`src/rtl/comparator_arbiter.sv`:
```
// Round-robin arbiter sharing one unsigned magnitude comparator
// between N requesters; req/ack handshake, registered flags.
module comparator_arbiter #(
  parameter int N   = 4,
  parameter int W   = 4,
  parameter int IDW = 2
) (
  input  logic           clk,
  input  logic           rst_n,
  input  logic [N-1:0]   req,
  input  logic [N*W-1:0] a_flat,
  input  logic [N*W-1:0] b_flat,
  output logic [N-1:0]   ack,
  output logic           less,
  output logic           equal,
  output logic           greater,
  output logic [IDW-1:0] grant_id,
  output logic           busy
);

  typedef enum logic [1:0] {
    IDLE,
    CMP,
    ACK
  } state_t;

  state_t         state;
  state_t         state_nx;
  logic [IDW-1:0] rr_ptr;
  logic [IDW-1:0] winner;
  logic           found;
  logic [W-1:0]   op_a;
  logic [W-1:0]   op_b;

  // First set req bit at or above rr_ptr, wrapping N-1 -> 0
  always_comb begin
    found  = 1'b0;
    winner = '0;
    for (int k = 0; k < N; k++) begin
      if (!found && req[(int'(rr_ptr) + k) % N]) begin
        found  = 1'b1;
        winner = IDW'((int'(rr_ptr) + k) % N);
      end
    end
  end

  always_ff @(posedge clk or negedge rst_n) begin
    if (!rst_n) state <= IDLE;
    else        state <= state_nx;
  end

  always_comb begin
    state_nx = state;
    unique case (state)
      IDLE:    if (found) state_nx = CMP;
      CMP:     state_nx = ACK;
      ACK:     state_nx = IDLE;
      default: state_nx = IDLE;
    endcase
  end

  always_ff @(posedge clk or negedge rst_n) begin
    if (!rst_n) begin
      ack      <= '0;
      less     <= 1'b0;
      equal    <= 1'b0;
      greater  <= 1'b0;
      grant_id <= '0;
      rr_ptr   <= '0;
      op_a     <= '0;
      op_b     <= '0;
    end else begin
      unique case (state)
        IDLE: begin
          if (found) begin
            op_a     <= a_flat[int'(winner)*W +: W];
            op_b     <= b_flat[int'(winner)*W +: W];
            grant_id <= winner;
          end
        end
        CMP: begin
          less    <= (op_a < op_b);
          equal   <= (op_a == op_b);
          greater <= (op_a > op_b);
          ack     <= N'(1) << grant_id;
          rr_ptr  <= (grant_id == IDW'(N-1)) ?
                     '0 : grant_id + 1'b1;
        end
        ACK:     ack <= '0;
        default: ack <= '0;
      endcase
    end
  end

  assign busy = (state != IDLE);

endmodule

```
`config.mk`:
```
export PLATFORM = sky130hd
export DESIGN_NAME = comparator_arbiter
export DESIGN_NICKNAME = d
export VERILOG_FILES = /design/src/rtl/comparator_arbiter.sv
export SDC_FILE = /design/constraint.sdc
export NUM_CORES = 1
export LEC_CHECK = 0
export CAP_MARGIN = 10
export CORE_ASPECT_RATIO = 0.5
export CORE_UTILIZATION = 40
export CTS_BUF_LIST = sky130_fd_sc_hd__clkbuf_4 sky130_fd_sc_hd__clkbuf_8
export CTS_CLUSTER_SIZE = 28
export DETAILED_ROUTE_END_ITERATION = 10
export GPL_TIMING_DRIVEN = 0
export PLACE_DENSITY = 0.75
export SLEW_MARGIN = 20
export SYNTH_ARGS = -nofsm -noshare
export SYNTH_HDL_FRONTEND = slang
export SYNTH_SLANG_ARGS = --single-unit
```
`constraint.sdc`:
```
create_clock -name clk -period 2.2 [get_ports clk]
set_input_delay 0.44 -clock clk [delete_from_list [all_inputs] [get_ports clk]]
set_output_delay 0.44 -clock clk [all_outputs]
set_load 0.01 [all_outputs]
```
==> results.md <==
* Synth async-reset ratio at 100%
* Final setup violating endpoints at 0
* Clock sink count at 21
* Max Buffers Root-to-Sink at 2
* Final design utilization at 64.9%
* CP endpoint kind: register
* CP most frequent cell: o221ai_1
* Post-DR wirelength/cell at 12.3 µm
* Pwr dens at 1180 nW/µm²
* Hold Fails Final Rpt at 0
* WL met3 at 92 µm
* Top layer in use: met4
* CTS tree: yes
* Synth Warn # at 0
* Drt first-iter violations at 22
* Vias in the first global route at 901
* Final period util at 89.8%
* Outcome: completed
* Core Footprint at 2730 µm²
* Hold WS at 0.492 ns
* Clk Latency, worst-skew pair at 0.26 ns
* Vias at 1009
* Die W at 79.7 µm
* Worst slew pin tran at 0.930 ns
* Layout area overhead at 46.8%
* Max incr delay on CP at 0.50 ns
* Antenna-violating nets left at 0
* CP arrival at 2.08 ns
* Pre-CTS WS at -0.0760 ns
* Inst Count DP at 199
* Cell row count at 13
* Register area share after synthesis at 43.5%
* PortBufs at 47
* Top cells by area, synth: dfrtp_1, mux2i_1, ha_1
* Delay-heaviest family, CP: buffers and inverters
* Share of the synthesized area in the top cell type at 43.5%
* Top FF cell, synth: dfrtp_1
* Antenna cells at 0
* Yosys reg bits at 21
* CTS Buf Count at 3
* Mapped Avg Cell Area at 10.5 µm²
* CTS Hold Bufs at 0
* Worst path slowest cell: clkdlybuf4s50_1
* First-pass GRT wire length at 4070 µm
* Total GRT Usage at 17.4%
* H-tree levels at 1
* Setup_tns at 0 ns
* Final Skew at 0.00797 ns
* Startpoint types: input port
* Die Ht at 40.9 µm
* Max Clk Rate at 0.506 GHz
* Total Wirelength at 2490 µm
* Layout cells sized above 1 at 6.63%
* DIE AREA at 3260 µm²
* Post-synthesis cell type count at 25
* Global route total overflow at 0
* Largest net degree at the start of global routing at 22
* Dpl hpwl at 2040 µm
* EDFF count, synth at 0
* Critical Path Source: req[2]
* Final net count at 213
* Worst min path class: register to register
* CP Class: input port to register
* Vias per inst at 4.97
* Maxcap violations at 0
* Synth area leader: dfrtp_1
* Crit path max fanout at 10
* Area after DPL at 1720 µm²
* Max_slew headroom at 37.8%
* Initial Util at 44.2%
* Met2 routed WL at 1220 µm
* Peak supply drop at 595 µV
* Post-CTS setup buffers at 0
* FILL cells at 233
* Worst Path Required at 2.31 ns
* Overall power at 2.09 mW
* CTS Root Cell: clkbuf_8
* R2R Path Start: rr_ptr[1]$_DFFE_PN0P_
* Finished Layout Cells at 203
* Critical path, cell by cell: clkdlybuf4s50_1 -> a21boi_0 -> o221ai_1 -> buf_2 -> buf_4 -> mux2i_1 -> o221ai_1
* CTS resizes at 0
* Count of pins over their slew limit at 0
* Static Leak at 0.835 nW
* Design area at 1770 µm²
* DRC Markers at 0
* Ports at 48
* Post-Synthesis Cells at 115
* CP Buf/Inv Count at 3
* Minimum clock period at 1.98 ns
* Netlist Area Pre-Place at 1210 µm²
* Post-Route M1 WL at 1160 µm
* Worst-path clk slew at 0.08 ns
* Worst hold start: op_b[3]$_DFFE_PN0P_
* Setup ws final at 0.225 ns
* Unrepaired setup endpoints after global routing: no
* Syn nets at 161
* Routability Congestion at 0.787
* Pre-antenna DRT Iters at 3
* Initial antenna violation count at 0
## cell type report
cell class / count / area, µm² / area share (%)
multi-input combinational: 80 / 609 / 34.4
sequential: 21 / 526 / 29.6
timing repair buffer: 47 / 470 / 26.5
clock buffer: 4 / 48.8 / 2.75
tap: 37 / 46.3 / 2.61
buffer: 5 / 38.8 / 2.19
inverter: 9 / 33.8 / 1.91
## cell families after synthesis
logic type | count (synthesis) | share of synthesized area (%)
mux | 23 | 19.3
buf+inv | 14 | 6.01
fa+ha+maj | 8 | 8.29
flops | 21 | 43.5
compound gates | 20 | 11.9
simple gates | 29 | 11.0
## worst register-to-register path, stage by stage, from the launching register on
cell and delay, ns:
dfrtp_1 0.45, mux2i_1 0.20, nand2_1 0.06, o221ai_1 0.06, buf_2 0.27, buf_4 0.26, mux2i_1 0.20, o221ai_1 0.15
## placed cells by master, fill, tap and decap left out
master           synthesis  routed
buf_2                    1       1
clkbuf_8                 0       3
nand2_1                 15      15
o21ai_1                  1       1
o221ai_1                 9       9
clkbuf_1                 1       1
buf_6                    2       2
buf_4                    1       1
clkdlybuf4s50_1          0      47
mux2i_1                 21      21
clkbuf_4                 0       1
a211oi_1                 1       1
o31ai_1                  1       1
a21o_1                   1       1
or2_4                    1       1
nor2_1                   6       6
a21oi_1                  1       1
ha_1                     8       8
nor3b_1                  1       1
nand2b_1                 3       3
nand4_1                  1       1
mux2_2                   2       2
dfrtp_1                 21      21
or3_1                    1       1
nor2b_1                  1       1
o21ai_0                  5       5
a21boi_0                 1       1
inv_1                    9       9
## synthesized netlist by cell type, types with 2 or more instances
master / instances
inv_1: 9
ha_1: 8
dfrtp_1: 21
o221ai_1: 9
nand2b_1: 3
nand2_1: 15
mux2_2: 2
buf_6: 2
o21ai_0: 5
nor2_1: 6
mux2i_1: 21
## metal layers
metal,GRT usage [%],vias up
li1,-,507
met1,21.6,478
met4,4.09,0
met5,0,-
met3,5.33,4
met2,31.0,20
## path summary, 6_finish.rpt
path                       cells past startpoint                       to  slack [ns]
max                                            7      op_a[0]$_DFFE_PN0P_        0.22
min                                            2      op_b[3]$_DFFE_PN0P_        0.49
max reg2reg                                    7      op_a[0]$_DFFE_PN0P_        0.38
min reg2reg                                    2      op_b[3]$_DFFE_PN0P_        0.49
max in group asynchronous                      1  grant_id[0]$_DFFE_PN0P_        0.94
min in group asynchronous                      1      op_a[0]$_DFFE_PN0P_        0.69
## registers in the layout (all words and copies together) (netlist names)
register,flops
ack,4
equal,1
grant_id,2
greater,1
less,1
op_a,4
op_b,4
rr_ptr,2
state,2
## power breakdown
group | total [mW] | switching (mW) | leakage [nW] | internal [mW]
logic | 1.12 | 0.524 | 0.545 | 0.598
registers | 0.703 | 0.132 | 0.263 | 0.571
clock network | 0.268 | 0.126 | 0.0262 | 0.142
(Power assumes the default switching activity.)
